==> src/rtl/mmio_pkg.sv <==
// Shared definitions for the MMIO port arbiter: FSM encodings, default bus
// widths and requester port indices.
package mmio_pkg;

    localparam int unsigned AW_DEF = 16;
    localparam int unsigned DW_DEF = 32;

    localparam logic PORT_CPU = 1'b0;
    localparam logic PORT_DMA = 1'b1;

    typedef enum logic [1:0] {
        ST_IDLE  = 2'd0,
        ST_ISSUE = 2'd1,
        ST_WAIT  = 2'd2,
        ST_DONE  = 2'd3
    } state_e;

endpackage

==> src/rtl/mmio_prio_sel.sv <==
// Winner select for the MMIO arbiter: fixed CPU priority, except that a waiting
// DMA request is forced through once the CPU has won STARVE_MAX grants in a row.
module mmio_prio_sel
    import mmio_pkg::*;
#(
    parameter int unsigned STARVE_MAX = 4,
    parameter int unsigned CNT_W      = 3
) (
    input  logic             req0_i,
    input  logic             req1_i,
    input  logic [CNT_W-1:0] starve_cnt_i,
    output logic             valid_o,
    output logic             winner_o
);

    // Any pending request yields a grant; DMA wins when alone or when starved.
    always_comb begin
        valid_o  = req0_i | req1_i;
        winner_o = PORT_CPU;
        if (req1_i && (!req0_i || (starve_cnt_i == CNT_W'(STARVE_MAX)))) begin
            winner_o = PORT_DMA;
        end
    end

endmodule

==> src/rtl/mmio_arbiter.sv <==
// Two-port arbiter in front of the MMIO/RAM block. Port 0 is the CPU, port 1
// the LED-strip DMA reader. One access at a time; request fields are latched
// at grant and held on the memory bus until the access completes.
module mmio_arbiter
    import mmio_pkg::*;
#(
    parameter int unsigned AW         = AW_DEF,
    parameter int unsigned DW         = DW_DEF,
    parameter int unsigned MEM_LAT    = 1,
    parameter int unsigned STARVE_MAX = 4
) (
    input  logic          clk,
    input  logic          rst_n,
    // CPU port
    input  logic          req0_i,
    input  logic          we0_i,
    input  logic          ram0_i,
    input  logic [AW-1:0] addr0_i,
    input  logic [DW-1:0] wdata0_i,
    output logic          ack0_o,
    output logic [DW-1:0] rdata0_o,
    // DMA port
    input  logic          req1_i,
    input  logic          we1_i,
    input  logic          ram1_i,
    input  logic [AW-1:0] addr1_i,
    input  logic [DW-1:0] wdata1_i,
    output logic          ack1_o,
    output logic [DW-1:0] rdata1_o,
    // MMIO side
    output logic          mem_use_ram_o,
    output logic          mem_load_en_o,
    output logic          mem_store_en_o,
    output logic [AW-1:0] mem_addr_o,
    output logic [DW-1:0] mem_wdata_o,
    input  logic [DW-1:0] mem_rdata_i,
    // Status
    output logic          busy_o,
    output logic          owner_o
);

    localparam int unsigned CNT_W    = (STARVE_MAX < 1) ? 1 : $clog2(STARVE_MAX + 1);
    localparam logic [1:0]  LAT_INIT = 2'(MEM_LAT - 1);

    state_e             state_q;
    logic [CNT_W-1:0]   starve_q;
    logic [1:0]         lat_q;
    logic               mem_we_q;
    logic               mem_use_ram_q;
    logic               mem_load_en_q;
    logic               mem_store_en_q;
    logic [AW-1:0]      mem_addr_q;
    logic [DW-1:0]      mem_wdata_q;
    logic               ack0_q;
    logic               ack1_q;
    logic [DW-1:0]      rdata0_q;
    logic [DW-1:0]      rdata1_q;
    logic               busy_q;
    logic               owner_q;

    logic               sel_valid;
    logic               sel_winner;
    logic               grant_ok;

    mmio_prio_sel #(
        .STARVE_MAX (STARVE_MAX),
        .CNT_W      (CNT_W)
    ) u_prio_sel (
        .req0_i       (req0_i),
        .req1_i       (req1_i),
        .starve_cnt_i (starve_q),
        .valid_o      (sel_valid),
        .winner_o     (sel_winner)
    );

    // The ack cycle still sees the finished requester's req high; granting is
    // held off for that cycle so a req still high afterwards is a new request.
    always_comb begin
        grant_ok = !(ack0_q || ack1_q);
    end

    // Arbiter FSM with all outputs registered.
    always_ff @(posedge clk or negedge rst_n) begin
        if (!rst_n) begin
            state_q        <= ST_IDLE;
            starve_q       <= '0;
            lat_q          <= '0;
            mem_we_q       <= 1'b0;
            mem_use_ram_q  <= 1'b0;
            mem_load_en_q  <= 1'b0;
            mem_store_en_q <= 1'b0;
            mem_addr_q     <= '0;
            mem_wdata_q    <= '0;
            ack0_q         <= 1'b0;
            ack1_q         <= 1'b0;
            rdata0_q       <= '0;
            rdata1_q       <= '0;
            busy_q         <= 1'b0;
            owner_q        <= 1'b0;
        end else begin
            ack0_q <= 1'b0;
            ack1_q <= 1'b0;
            unique case (state_q)
                ST_IDLE: begin
                    if (sel_valid && grant_ok) begin
                        if (sel_winner == PORT_DMA) begin
                            mem_addr_q    <= addr1_i;
                            mem_wdata_q   <= wdata1_i;
                            mem_we_q      <= we1_i;
                            mem_use_ram_q <= ram1_i;
                        end else begin
                            mem_addr_q    <= addr0_i;
                            mem_wdata_q   <= wdata0_i;
                            mem_we_q      <= we0_i;
                            mem_use_ram_q <= ram0_i;
                        end
                        // Count CPU wins only while DMA is actually waiting.
                        if ((sel_winner == PORT_DMA) || !req1_i) begin
                            starve_q <= '0;
                        end else if (starve_q != CNT_W'(STARVE_MAX)) begin
                            starve_q <= starve_q + 1'b1;
                        end
                        owner_q <= sel_winner;
                        busy_q  <= 1'b1;
                        state_q <= ST_ISSUE;
                    end
                end
                ST_ISSUE: begin
                    mem_load_en_q  <= !mem_we_q;
                    mem_store_en_q <= mem_we_q;
                    lat_q          <= LAT_INIT;
                    state_q        <= (MEM_LAT > 1) ? ST_WAIT : ST_DONE;
                end
                ST_WAIT: begin
                    lat_q <= lat_q - 2'd1;
                    if (lat_q == 2'd1) begin
                        state_q <= ST_DONE;
                    end
                end
                ST_DONE: begin
                    mem_load_en_q  <= 1'b0;
                    mem_store_en_q <= 1'b0;
                    if (!mem_we_q) begin
                        if (owner_q == PORT_DMA) begin
                            rdata1_q <= mem_rdata_i;
                        end else begin
                            rdata0_q <= mem_rdata_i;
                        end
                    end
                    if (owner_q == PORT_DMA) begin
                        ack1_q <= 1'b1;
                    end else begin
                        ack0_q <= 1'b1;
                    end
                    busy_q  <= 1'b0;
                    state_q <= ST_IDLE;
                end
                default: begin
                    state_q <= ST_IDLE;
                end
            endcase
        end
    end

    // Output wiring.
    always_comb begin
        ack0_o         = ack0_q;
        ack1_o         = ack1_q;
        rdata0_o       = rdata0_q;
        rdata1_o       = rdata1_q;
        mem_use_ram_o  = mem_use_ram_q;
        mem_load_en_o  = mem_load_en_q;
        mem_store_en_o = mem_store_en_q;
        mem_addr_o     = mem_addr_q;
        mem_wdata_o    = mem_wdata_q;
        busy_o         = busy_q;
        owner_o        = owner_q;
    end

endmodule
==> config.mk <==
export PLATFORM = sky130hd
export DESIGN_NAME = mmio_arbiter
export DESIGN_NICKNAME = d
export VERILOG_FILES = /design/src/rtl/mmio_pkg.sv /design/src/rtl/mmio_prio_sel.sv /design/src/rtl/mmio_arbiter.sv
export SDC_FILE = /design/constraint.sdc
export NUM_CORES = 1
export LEC_CHECK = 0
export ABC_CLOCK_PERIOD_IN_PS = 1900
export CORE_MARGIN = 3
export CORE_UTILIZATION = 35
export DETAILED_ROUTE_END_ITERATION = 12
export GPL_TIMING_DRIVEN = 0
export PLACE_DENSITY = 0.73
export SKIP_CTS_REPAIR_TIMING = 1
export SLEW_MARGIN = 0
export SYNTH_ARGS = -nofsm -noshare
export SYNTH_HDL_FRONTEND = slang
export SYNTH_SLANG_ARGS = --single-unit
==> constraint.sdc <==
create_clock -name clk -period 1.9 [get_ports clk]
set_clock_uncertainty 0.15 [all_clocks]
set_input_delay 0.38 -clock clk [delete_from_list [all_inputs] [get_ports clk]]
set_output_delay 0.38 -clock clk [all_outputs]
set_load 0.02 [all_outputs]
# --- Word-level counts from Yosys, hierarchy flattened ---
# Index checks and enable logic that the tools add are counted.
word_totals:
  regBits: 127
  in_bits: 136
  out_inout_bits: 119
  wordCells: 67
classes:
  muxes: 19
  n_reduce_logical: 20
  eq_ne: 8
  bitwise_logic: 3
  add_sub_neg: 2
ops:
  columns: ["op", "count"]
  rows:
  - ["32-bit 2-to-1 mux", 1]
  - ["16-bit 2-to-1 mux", 1]
  - ["3-bit AND reduction", 3]
  - ["1-bit 2-to-1 mux", 8]
  - ["2-bit case mux with 4 select lines", 1]
  - ["2-bit nonzero test", 4]
  - ["3-bit 2-to-1 mux", 2]
  - ["1-bit case mux with 2 select lines", 3]
  - ["2-bit AND reduction", 3]
  - ["2-bit by 1-bit equality test with 1-bit output (second input constant)", 2]
  - ["2-bit equality test (second input constant)", 2]
  - ["1-bit zero test", 4]
  - ["2-bit 2-to-1 mux", 2]
  - ["2-bit != test (second input constant)", 2]
  - ["2-bit case mux with 2 select lines", 1]
  - ["3-bit by 1-bit adder with 3-bit output (second input constant)", 1]
  - ["3-bit equality test (second input constant)", 1]
  - ["1-bit logical OR", 3]
  - ["3-bit != test (second input constant)", 1]
  - ["1-bit logical AND", 2]
  - ["2-bit zero test", 1]
  - ["1-bit NOT", 2]
  - ["2-bit by 1-bit subtractor with 2-bit output (second input constant)", 1]
  - ["1-bit OR", 1]

# --- Logic depth before layout (Yosys ltp) ---
# Gate-level depths: netlist (run 1).
logic_depth:
  depth_word: 7
  depth_mapped: 8
  depth_no_buf: 6

# --- By module ---
# A second synthesis (run 1) with hierarchy kept.
hier_totals:
  hier_cells: 419
  area_unflattened_um2: 5541.6
modules_own_cells:
  columns: ["mod", "area_each_um2", "seq_area_each_um2", "instances", "cells_each"]
  rows:
  - ["mmio_arbiter", 5511.5, 3178.0, 1, 415]
  - ["mmio_prio_sel", 30.0, 0.0, 1, 4]

# --- Worst setup path after synthesis (run 1) ---
# No wires, ideal clock.
synth_timing:
  kind: "reg2reg"
  from: "register state_q[1]"
  to: "register rdata0_q[0] (netlist: rdata0_o[0])"
  required_time_ps: 1625
  synth_period_minus_slack_ps: 1827
  path_stages_with_launch: 7
  path_slack_ps: 73
  setup_ps: 125
  t_arrival_ps: 1552
  path_buffers: 2
  path_cell_list: "dfrtp_1 -> ha_1 -> nor2b_1 -> and2_1 -> clkbuf_1 -> buf_4 -> mux2_2"
synth_between:
  elab_chain_cells: 2
synth_rtl:
  columns: ["item", "line", "text"]
  rows:
  - ["from (decl)", "mmio_arbiter.sv:45", "state_e state_q;"]
  - ["from (signal assigned)", "mmio_arbiter.sv:132", "state_q <= (MEM_LAT > 1) ? ST_WAIT : ST_DONE;"]
  - ["2-bit equality test", "mmio_arbiter.sv:103", "unique case (state_q)"]
  - ["3-bit AND reduction (no line)", null, null]
  - ["to (signal assigned)", "mmio_arbiter.sv:147", "rdata0_q <= mem_rdata_i;"]
  - ["to (decl)", "mmio_arbiter.sv:56", "logic [DW-1:0] rdata0_q;"]
# Every way passes these cells.
# A chain may end at the register's enable or synchronous reset.

# --- Final worst setup path (run 1) ---
layout_timing:
  from: "register state_q[0]"
  to: "register mem_wdata_q[6] (netlist: mem_wdata_o[6])"
layout_between:
  elab_chain_cells: 2
layout_rtl:
  columns: ["item", "line", "text"]
  rows:
  - ["2-bit zero test", "mmio_arbiter.sv:103", null]
  - ["2-bit AND reduction (no line)", null, null]
  - ["to (signal assigned)", "mmio_arbiter.sv:108", "mem_wdata_q <= wdata1_i;"]
  - ["to (signal assigned)", "mmio_arbiter.sv:113", "mem_wdata_q <= wdata0_i;"]
  - ["to (decl)", "mmio_arbiter.sv:53", "logic [DW-1:0] mem_wdata_q;"]
# Every way passes these cells.

==> flow_results.xml, run 1 <==
<?xml version="1.0" encoding="UTF-8"?>
<metrics>
  <group name="synthesis">
    <metric name="yosysTopAreaCell" unit="">sky130_fd_sc_hd__dfrtp_1</metric>
    <metric name="postSynthRegisterBits" unit="">127</metric>
    <metric name="syn-instance-count" unit="">469</metric>
    <metric name="synth_enable_flop_cells" unit="">0</metric>
    <metric name="synth.area.top_cells" unit="">sky130_fd_sc_hd__dfrtp_1, sky130_fd_sc_hd__mux2_2, sky130_fd_sc_hd__nand2_1</metric>
    <metric name="post_synth_most_frequent_cells" unit="">sky130_fd_sc_hd__dfrtp_1, sky130_fd_sc_hd__nand2_1, sky130_fd_sc_hd__mux2_2</metric>
    <metric name="synth_most_common_cell" unit="">sky130_fd_sc_hd__dfrtp_1</metric>
    <metric name="synthDominantCellAreaShare" unit="%">60.36</metric>
    <metric name="yosys_warnings" unit="">0</metric>
    <metric name="synthFlopType" unit="">sky130_fd_sc_hd__dfrtp_1</metric>
    <metric name="synthDistinctLibCells" unit="">23</metric>
    <metric name="synth.net_count" unit="">613</metric>
    <metric name="syn_avg_cell_area" unit="um^2">11.23</metric>
    <metric name="synth.cell_area" unit="um^2">5265</metric>
    <metric name="synthArstFlopShare" unit="%">100.0</metric>
    <metric name="seq_area_frac_synth" unit="%">60.36</metric>
  </group>
  <group name="setup_path">
    <metric name="worstPathBufferInverterCount" unit="">4</metric>
    <metric name="critical_path_s_largest_stage_delay" unit="ns">0.44</metric>
    <metric name="critical_path_cell_count" unit="">8</metric>
    <metric name="worst_r2r_endpoint" unit="">mem_wdata_o[6]$_DFFE_PN0P_</metric>
    <metric name="crit_chain" unit="">inv_2 -&gt; ha_2 -&gt; nor4b_4 -&gt; buf_6 -&gt; buf_4 -&gt; buf_4 -&gt; nor2_1 -&gt; a31oi_1</metric>
    <metric name="regToRegStartpoint" unit="">state_q[0]$_DFFE_PN0P_</metric>
    <metric name="r2r_setup_slack" unit="ns">0.05</metric>
    <metric name="reg2reg_depth" unit="">8</metric>
    <metric name="cpMaxStageDelayCell" unit="">sky130_fd_sc_hd__dfrtp_1</metric>
    <metric name="timing.critical_path.to_type" unit="">flop</metric>
    <metric name="timing.critical_path.fanout_max" unit="">10</metric>
    <metric name="path_common_cell" unit="">sky130_fd_sc_hd__buf_4</metric>
    <metric name="path_delay_family" unit="">buffers and inverters</metric>
    <metric name="start_kind" unit="">flop</metric>
    <metric name="critical_path_arrival" unit="ns">2.02</metric>
    <metric name="path_class" unit="">flop to flop</metric>
    <metric name="critical_path_required" unit="ns">2.08</metric>
  </group>
  <group name="power_and_ir_drop">
    <metric name="ir_worst_vdd" unit="V">0.0007337</metric>
    <metric name="total_leakage_power" unit="nW">4.786</metric>
    <metric name="p_sw" unit="mW">5.436</metric>
    <metric name="internal_power" unit="mW">9.689</metric>
    <metric name="combinational_power_share" unit="%">47.3</metric>
    <metric name="switching_share" unit="%">35.94</metric>
    <metric name="powerDensity" unit="nW/um^2">1653</metric>
    <metric name="clockPowerShare" unit="%">21.1</metric>
    <metric name="power.sequential.fraction" unit="%">31.7</metric>
  </group>
  <group name="min_path">
    <metric name="worstHoldEndpoint" unit="">starve_q[1]$_DFFE_PN0P_</metric>
    <metric name="min_from" unit="">req1_i</metric>
    <metric name="worst_hold_class" unit="">primary input to flop</metric>
    <metric name="worst_hold_path.num_cells" unit="">3</metric>
  </group>
  <group name="sta">
    <metric name="number_of_pins_exceeding_their_max_slew_limit_in_the_final_report" unit="">0</metric>
    <metric name="slew_headroom" unit="%">67.23</metric>
    <metric name="postLayoutSetupSlackWorst" unit="ns">0.05330</metric>
    <metric name="worstMarginPinSlew" unit="ns">0.4916</metric>
    <metric name="timing_hold_violations_final" unit="">0</metric>
    <metric name="maxClockFrequency" unit="MHz">541.5</metric>
    <metric name="tcrit_tclk_final" unit="%">97.19</metric>
    <metric name="finalSetupViolations" unit="">0</metric>
    <metric name="fin_crit" unit="ns">1.847</metric>
    <metric name="holdWs" unit="ns">0.2458</metric>
    <metric name="tns" unit="ns">0</metric>
  </group>
  <group name="cts">
    <metric name="clock_sinks" unit="">127</metric>
    <metric name="cts-htree-levels" unit="">4</metric>
    <metric name="cts_tree" unit="">built</metric>
    <metric name="clk_latency" unit="ns">0.41</metric>
    <metric name="tritoncts.num_buffers" unit="">17</metric>
    <metric name="clock_pin_slew_worst_setup_and_hold_paths" unit="ns">0.06</metric>
    <metric name="master_cell_of_the_clock_root_buffer" unit="">sky130_fd_sc_hd__clkbuf_16</metric>
    <metric name="cts_max_path_buffers" unit="">2</metric>
  </group>
  <group name="die">
    <metric name="chipWidth" unit="um">128.7</metric>
    <metric name="rows" unit="">44</metric>
    <metric name="initial_utilization" unit="%">35.95</metric>
    <metric name="coreArea" unit="um^2">14640</metric>
    <metric name="ports_placed_on_the_boundary" unit="">255</metric>
    <metric name="dieArea" unit="um^2">16550</metric>
    <metric name="die_height" unit="um">128.7</metric>
  </group>
  <group name="run_status">
    <metric name="status" unit="">finished, final reports clean</metric>
  </group>
  <group name="routing">
    <metric name="highest-signal-layer" unit="">met4</metric>
    <metric name="drt_iter0_drc" unit="">218</metric>
    <metric name="postRouteWirelength" unit="um">16090</metric>
    <metric name="met3_wl_post_dr" unit="um">1424</metric>
    <metric name="viasPerCell" unit="">4.896</metric>
    <metric name="drt.antenna.violating_nets" unit="">0</metric>
    <metric name="detail_route.wl_per_cell" unit="um">17.02</metric>
    <metric name="route.layer.met1.wl" unit="um">6350</metric>
    <metric name="met2_wirelength" unit="um">7950</metric>
    <metric name="detailroute.via_count" unit="">4627</metric>
    <metric name="drtPass1Iterations" unit="">4</metric>
    <metric name="drcViolationCount" unit="">0</metric>
  </group>
  <group name="global_route">
    <metric name="all_layer_global_routing_usage" unit="%">19.34</metric>
    <metric name="vias_in_the_first_global_route" unit="">4904</metric>
    <metric name="globalRoute.totalOverflow" unit="">0</metric>
    <metric name="antenna_violations_before_repair" unit="">0</metric>
    <metric name="global_route_wire_length_before_repair" unit="um">25130</metric>
    <metric name="maximum_number_of_pins_on_one_net_before_global_route_repair" unit="">79</metric>
  </group>
  <group name="final_layout">
    <metric name="final.fill_count" unit="">1137</metric>
    <metric name="antenna-diode-count" unit="">0</metric>
    <metric name="layout.core_utilization" unit="%">62.47</metric>
    <metric name="syn2layout_area_growth" unit="%">73.76</metric>
    <metric name="final_nets" unit="">892</metric>
    <metric name="layout_cell_share_with_drive_strength_beyond_1" unit="%">18.53</metric>
  </group>
  <group name="placed_design">
    <metric name="place_ws" unit="ns">-0.7899</metric>
    <metric name="place_congestion" unit="">0.8652</metric>
    <metric name="port-buffer-count" unit="">254</metric>
    <metric name="dp_hpwl" unit="um">11910</metric>
  </group>
  <group name="run">
    <metric name="maxCapViolations" unit="">0</metric>
  </group>
</metrics>
==> sequential cells by signal (all words and copies together), names as in the netlist, 2 cells and up <==
name	cells
mem_addr_o	16
rdata0_o	32
state_q	2
starve_q	3
rdata1_o	32
lat_q	2
mem_wdata_o	32
==> metrics by stage <==
stage               std cells  power [mW]  instance area [um^2]
floorplan                 469       8.451                  5265
global placement          907       11.93                  8038
detailed placement        908       12.12                  8066
CTS                       940       15.38                  8652
global route              945       16.03                  9149
finish                    945       15.12                  9149
==> placed cells by master, fill, tap and decap left out, drive strengths merged, types with 2 or more instances in the layout <==
cell type	count
nor2	54
bufinv	2
dlymetal6s2s	120
buf	23
and2	2
nand2b	2
nor2b	2
nand2	102
mux2i	4
nand3	3
clkdlybuf4s50	133
clkinv	5
inv	8
dfrtp	127
ha	8
o21ai	5
mux2	66
a31oi	50
clkbuf	35
clkinvlp	3
==> worst register-to-register path: stages (launching register included) <==
cell and delay, ns:
sky130_fd_sc_hd__dfrtp_1 0.44, sky130_fd_sc_hd__inv_2 0.11, sky130_fd_sc_hd__ha_2 0.20, sky130_fd_sc_hd__nor4b_4 0.21
sky130_fd_sc_hd__buf_6 0.17, sky130_fd_sc_hd__buf_4 0.12, sky130_fd_sc_hd__buf_4 0.17, sky130_fd_sc_hd__nor2_1 0.06
sky130_fd_sc_hd__a31oi_1 0.15
==> cell type report <==
| class | instances | area, um^2 | area share, % |
|---|---|---|---|
| Sequential cell | 127 | 3178 | 34.74 |
| Timing Repair Buffer | 262 | 2930 | 32.03 |
| Multi-Input combinational cell | 304 | 1952 | 21.33 |
| Clock buffer | 22 | 474.2 | 5.183 |
| Buffer | 28 | 242.7 | 2.653 |
| Tap cell | 184 | 230.2 | 2.516 |
| Clock inverter | 10 | 111.4 | 1.217 |
| Inverter | 8 | 30.03 | 0.3282 |
==> worst max path at each step <==
stage,startpoint,to,slack [ns]
2_1_floorplan,state_q[1]$_DFFE_PN0P_,rdata0_o[0]$_DFFE_PN0P_,0.07
3_3_place_gp,rst_n,rdata0_o[11]$_DFFE_PN0P_,-4.59
3_5_place_dp,req1_i,mem_addr_o[15]$_DFFE_PN0P_,-0.79
4_1_cts,state_q[0]$_DFFE_PN0P_,mem_wdata_o[31]$_DFFE_PN0P_,-0.43
5_1_grt,state_q[0]$_DFFE_PN0P_,mem_wdata_o[6]$_DFFE_PN0P_,-0.08
6_report,state_q[0]$_DFFE_PN0P_,mem_wdata_o[6]$_DFFE_PN0P_,0.05
==> cells by family after synthesis <==
logic type               share of synthesized area [%]
multiplexers                                     14.88
AND/OR/NAND/NOR                                  12.69
flip-flops                                       60.36
buffers and inverters                            3.137
adder cells (fa/ha/maj)                          1.901
AO/OA/AOI/OAI                                    7.034
==> power by group through the flow <==
stage	logic, mW	clock network [mW]	registers (mW)
final	7.15	3.19	4.79
after global routing	7.67	3.38	4.97
after CTS	7.27	3.26	4.85
after detailed placement	7.25	0	4.88
after global placement	7.12	0	4.81
after floorplan	2.10	0	6.36
==> layer usage <==
metal | track usage, % | vias to the layer above
met2 | 32.47 | 200
met5 | 0 | -
met4 | 8.277 | 0
li1 | - | 2158
met3 | 7.015 | 28
met1 | 22.32 | 2241
(Power assumes the default switching activity.)
==> run 2: changes to the inputs <==
SKIP_CTS_REPAIR_TIMING = unset   (was 1)
==> flow_results.xml, run 2 (synthesis gave the netlist of run 1 again) <==
<?xml version="1.0" encoding="UTF-8"?>
<metrics>
  <group name="min_path">
    <metric name="worst_hold_class" unit="">primary input to flop</metric>
    <metric name="min_from" unit="">req1_i</metric>
    <metric name="worst_hold_path.num_cells" unit="">3</metric>
    <metric name="worstHoldEndpoint" unit="">starve_q[1]$_DFFE_PN0P_</metric>
  </group>
  <group name="sta">
    <metric name="finalSetupViolations" unit="">0</metric>
    <metric name="timing_hold_violations_final" unit="">0</metric>
    <metric name="setup_repair_after_global_routing_missed_its_margin" unit="">yes</metric>
    <metric name="number_of_pins_exceeding_their_max_slew_limit_in_the_final_report" unit="">0</metric>
    <metric name="slew_headroom" unit="%">66.59</metric>
    <metric name="tcrit_tclk_final" unit="%">97.04</metric>
    <metric name="tns" unit="ns">0</metric>
    <metric name="worstMarginPinSlew" unit="ns">0.5011</metric>
    <metric name="maxClockFrequency" unit="MHz">542.4</metric>
    <metric name="fin_crit" unit="ns">1.844</metric>
  </group>
  <group name="placed_design">
    <metric name="place_congestion" unit="">0.8652</metric>
    <metric name="dp_hpwl" unit="um">11910</metric>
    <metric name="placedCellCount" unit="">908</metric>
    <metric name="port-buffer-count" unit="">254</metric>
    <metric name="place_area" unit="um^2">8066</metric>
  </group>
  <group name="global_route">
    <metric name="global_route_wire_length_before_repair" unit="um">25190</metric>
    <metric name="vias_in_the_first_global_route" unit="">4925</metric>
    <metric name="globalRoute.totalOverflow" unit="">0</metric>
    <metric name="antenna_violations_before_repair" unit="">0</metric>
    <metric name="maximum_number_of_pins_on_one_net_before_global_route_repair" unit="">79</metric>
    <metric name="all_layer_global_routing_usage" unit="%">19.36</metric>
  </group>
  <group name="power_and_ir_drop">
    <metric name="total_leakage_power" unit="nW">3.925</metric>
    <metric name="ir_worst_vdd" unit="V">0.0006951</metric>
    <metric name="powerDensity" unit="nW/um^2">1662</metric>
  </group>
  <group name="setup_path">
    <metric name="critical_path_arrival" unit="ns">1.98</metric>
    <metric name="path_class" unit="">flop to flop</metric>
    <metric name="regToRegStartpoint" unit="">state_q[0]$_DFFE_PN0P_</metric>
    <metric name="timing.critical_path.fanout_max" unit="">10</metric>
    <metric name="start_kind" unit="">flop</metric>
    <metric name="reg2reg_depth" unit="">5</metric>
    <metric name="worst_r2r_endpoint" unit="">rdata1_o[4]$_DFFE_PN0P_</metric>
    <metric name="timing.critical_path.to_type" unit="">flop</metric>
    <metric name="r2r_setup_slack" unit="ns">0.06</metric>
    <metric name="critical_path_required" unit="ns">2.04</metric>
  </group>
  <group name="cts">
    <metric name="tritoncts.num_buffers" unit="">17</metric>
    <metric name="master_cell_of_the_clock_root_buffer" unit="">sky130_fd_sc_hd__clkbuf_16</metric>
    <metric name="clock_sinks" unit="">127</metric>
    <metric name="clock_pin_slew_worst_setup_and_hold_paths" unit="ns">0.06</metric>
    <metric name="cts_tree" unit="">built</metric>
    <metric name="clk_latency" unit="ns">0.41</metric>
    <metric name="cts_max_path_buffers" unit="">2</metric>
    <metric name="cts-htree-levels" unit="">4</metric>
  </group>
  <group name="die">
    <metric name="coreArea" unit="um^2">14640</metric>
    <metric name="die_height" unit="um">128.7</metric>
    <metric name="initial_utilization" unit="%">35.95</metric>
    <metric name="ports_placed_on_the_boundary" unit="">255</metric>
    <metric name="chipWidth" unit="um">128.7</metric>
    <metric name="rows" unit="">44</metric>
    <metric name="dieArea" unit="um^2">16550</metric>
  </group>
  <group name="final_layout">
    <metric name="syn2layout_area_growth" unit="%">65.23</metric>
    <metric name="final_nets" unit="">890</metric>
    <metric name="layout_commonest_cell" unit="">sky130_fd_sc_hd__clkdlybuf4s50_1</metric>
    <metric name="layout_cell_share_with_drive_strength_beyond_1" unit="%">18.31</metric>
    <metric name="multi_input_comb_area" unit="um^2">1949</metric>
    <metric name="layout.cells.non_filler" unit="">943</metric>
    <metric name="antenna-diode-count" unit="">0</metric>
    <metric name="layout_common_cells" unit="">sky130_fd_sc_hd__clkdlybuf4s50_1, sky130_fd_sc_hd__dfrtp_1, sky130_fd_sc_hd__dlygate4sd2_1, sky130_fd_sc_hd__nand2_1, sky130_fd_sc_hd__mux2_2</metric>
    <metric name="post-route-cell-area" unit="um^2">8700</metric>
    <metric name="area.sequential" unit="um^2">3181</metric>
    <metric name="final.fill_count" unit="">1213</metric>
  </group>
  <group name="routing">
    <metric name="drt.antenna.violating_nets" unit="">0</metric>
    <metric name="detail_route.wl_per_cell" unit="um">16.81</metric>
    <metric name="drtPass1Iterations" unit="">5</metric>
    <metric name="viasPerCell" unit="">4.877</metric>
    <metric name="postRouteWirelength" unit="um">15850</metric>
    <metric name="detailroute.via_count" unit="">4599</metric>
    <metric name="drt_iter0_drc" unit="">195</metric>
    <metric name="drcViolationCount" unit="">0</metric>
  </group>
  <group name="run">
    <metric name="maxCapViolations" unit="">0</metric>
  </group>
  <group name="run_status">
    <metric name="status" unit="">finished, final reports clean</metric>
  </group>
</metrics>
[run 2: cell count changes in the layout (fill, tap and decap cells not counted), moves of 2 or more]
cell	previous run	this run
sky130_fd_sc_hd__buf_6	12	8
sky130_fd_sc_hd__dlygate4sd2_1	0	113
sky130_fd_sc_hd__dfrtp_1	127	125
sky130_fd_sc_hd__dlymetal6s2s_1	120	7
sky130_fd_sc_hd__dfrtp_2	0	2
[run 2: routing by layer]
| metal | vias to the layer above | part of all wire [%] | track usage (%) |
|---|---|---|---|
| li1 | 2144 | - | - |
| met1 | 2220 | 40 | 22.56 |
| met2 | 204 | 48 | 32.20 |
| met3 | 31 | 9.0 | 7.057 |
| met4 | 0 | 2.3 | 8.338 |
| met5 | - | 0 | 0 |
[run 2: through the flow]
step           utilization (%)  hold slack [ns]  total power, mW  setup slack (ns)
4_1_cts                  58.72           0.3305            14.56        -0.0001561
3_3_place_gp             54.89           0.3211            11.93            -4.593
2_1_floorplan                -         -0.06559            8.451           0.07314
6_report                 59.41           0.2520            14.46           0.05621
3_5_place_dp             55.08           0.2064            12.12           -0.7899
5_1_grt                  59.41           0.2522            15.34          -0.02587
[run 2: worst max-delay path by stage]
| stage | from | end | slack (ns) | cells after the start |
|---|---|---|---|---|
| 3_5_place_dp | req1_i | mem_addr_o[15]$_DFFE_PN0P_ | -0.79 | 6 |
| 4_1_cts | state_q[0]$_DFFE_PN0P_ | rdata1_o[26]$_DFFE_PN0P_ | -0.0002 | 5 |
| 3_3_place_gp | rst_n | rdata0_o[11]$_DFFE_PN0P_ | -4.59 | 1 |
| 5_1_grt | state_q[0]$_DFFE_PN0P_ | rdata1_o[26]$_DFFE_PN0P_ | -0.03 | 5 |
| 6_report | state_q[0]$_DFFE_PN0P_ | rdata1_o[4]$_DFFE_PN0P_ | 0.06 | 5 |
| 2_1_floorplan | state_q[1]$_DFFE_PN0P_ | rdata0_o[0]$_DFFE_PN0P_ | 0.07 | 6 |
[run 2: area by class of cell]
class / count / area share (%)
Buffer: 28 / 2.675
Timing Repair Buffer: 260 / 28.64
Clock buffer: 22 / 5.451
Clock inverter: 10 / 1.280
Sequential cell: 127 / 36.56
Tap cell: 184 / 2.646
Multi-Input combinational cell: 304 / 22.41
Inverter: 8 / 0.3452
[run 2: worst max-delay path: stages, from the launching register on]
cell and delay, ns:
sky130_fd_sc_hd__dfrtp_2 0.44, sky130_fd_sc_hd__ha_4 0.19, sky130_fd_sc_hd__and2_1 0.16, sky130_fd_sc_hd__nand2_1 0.18
sky130_fd_sc_hd__buf_4 0.24, sky130_fd_sc_hd__mux2_2 0.36
[run 2: power breakdown]
part | internal (mW) | switching, mW
clock network | 2.03 | 1.16
registers | 4.08 | 0.725
logic | 2.93 | 3.53
total | 9.04 | 5.42
[run 2: timing repair]
| action | CTS | global route |
|---|---|---|
| setup endpoints to repair | 230 | 117 |
| buffers inserted | 2 | 2 |
| hold buffers | 1 | 0 |
| gates resized for setup | 149 | 43 |
| endpoints found under the hold margin | 49 | 0 |
| pin swaps | 0 | 1 |
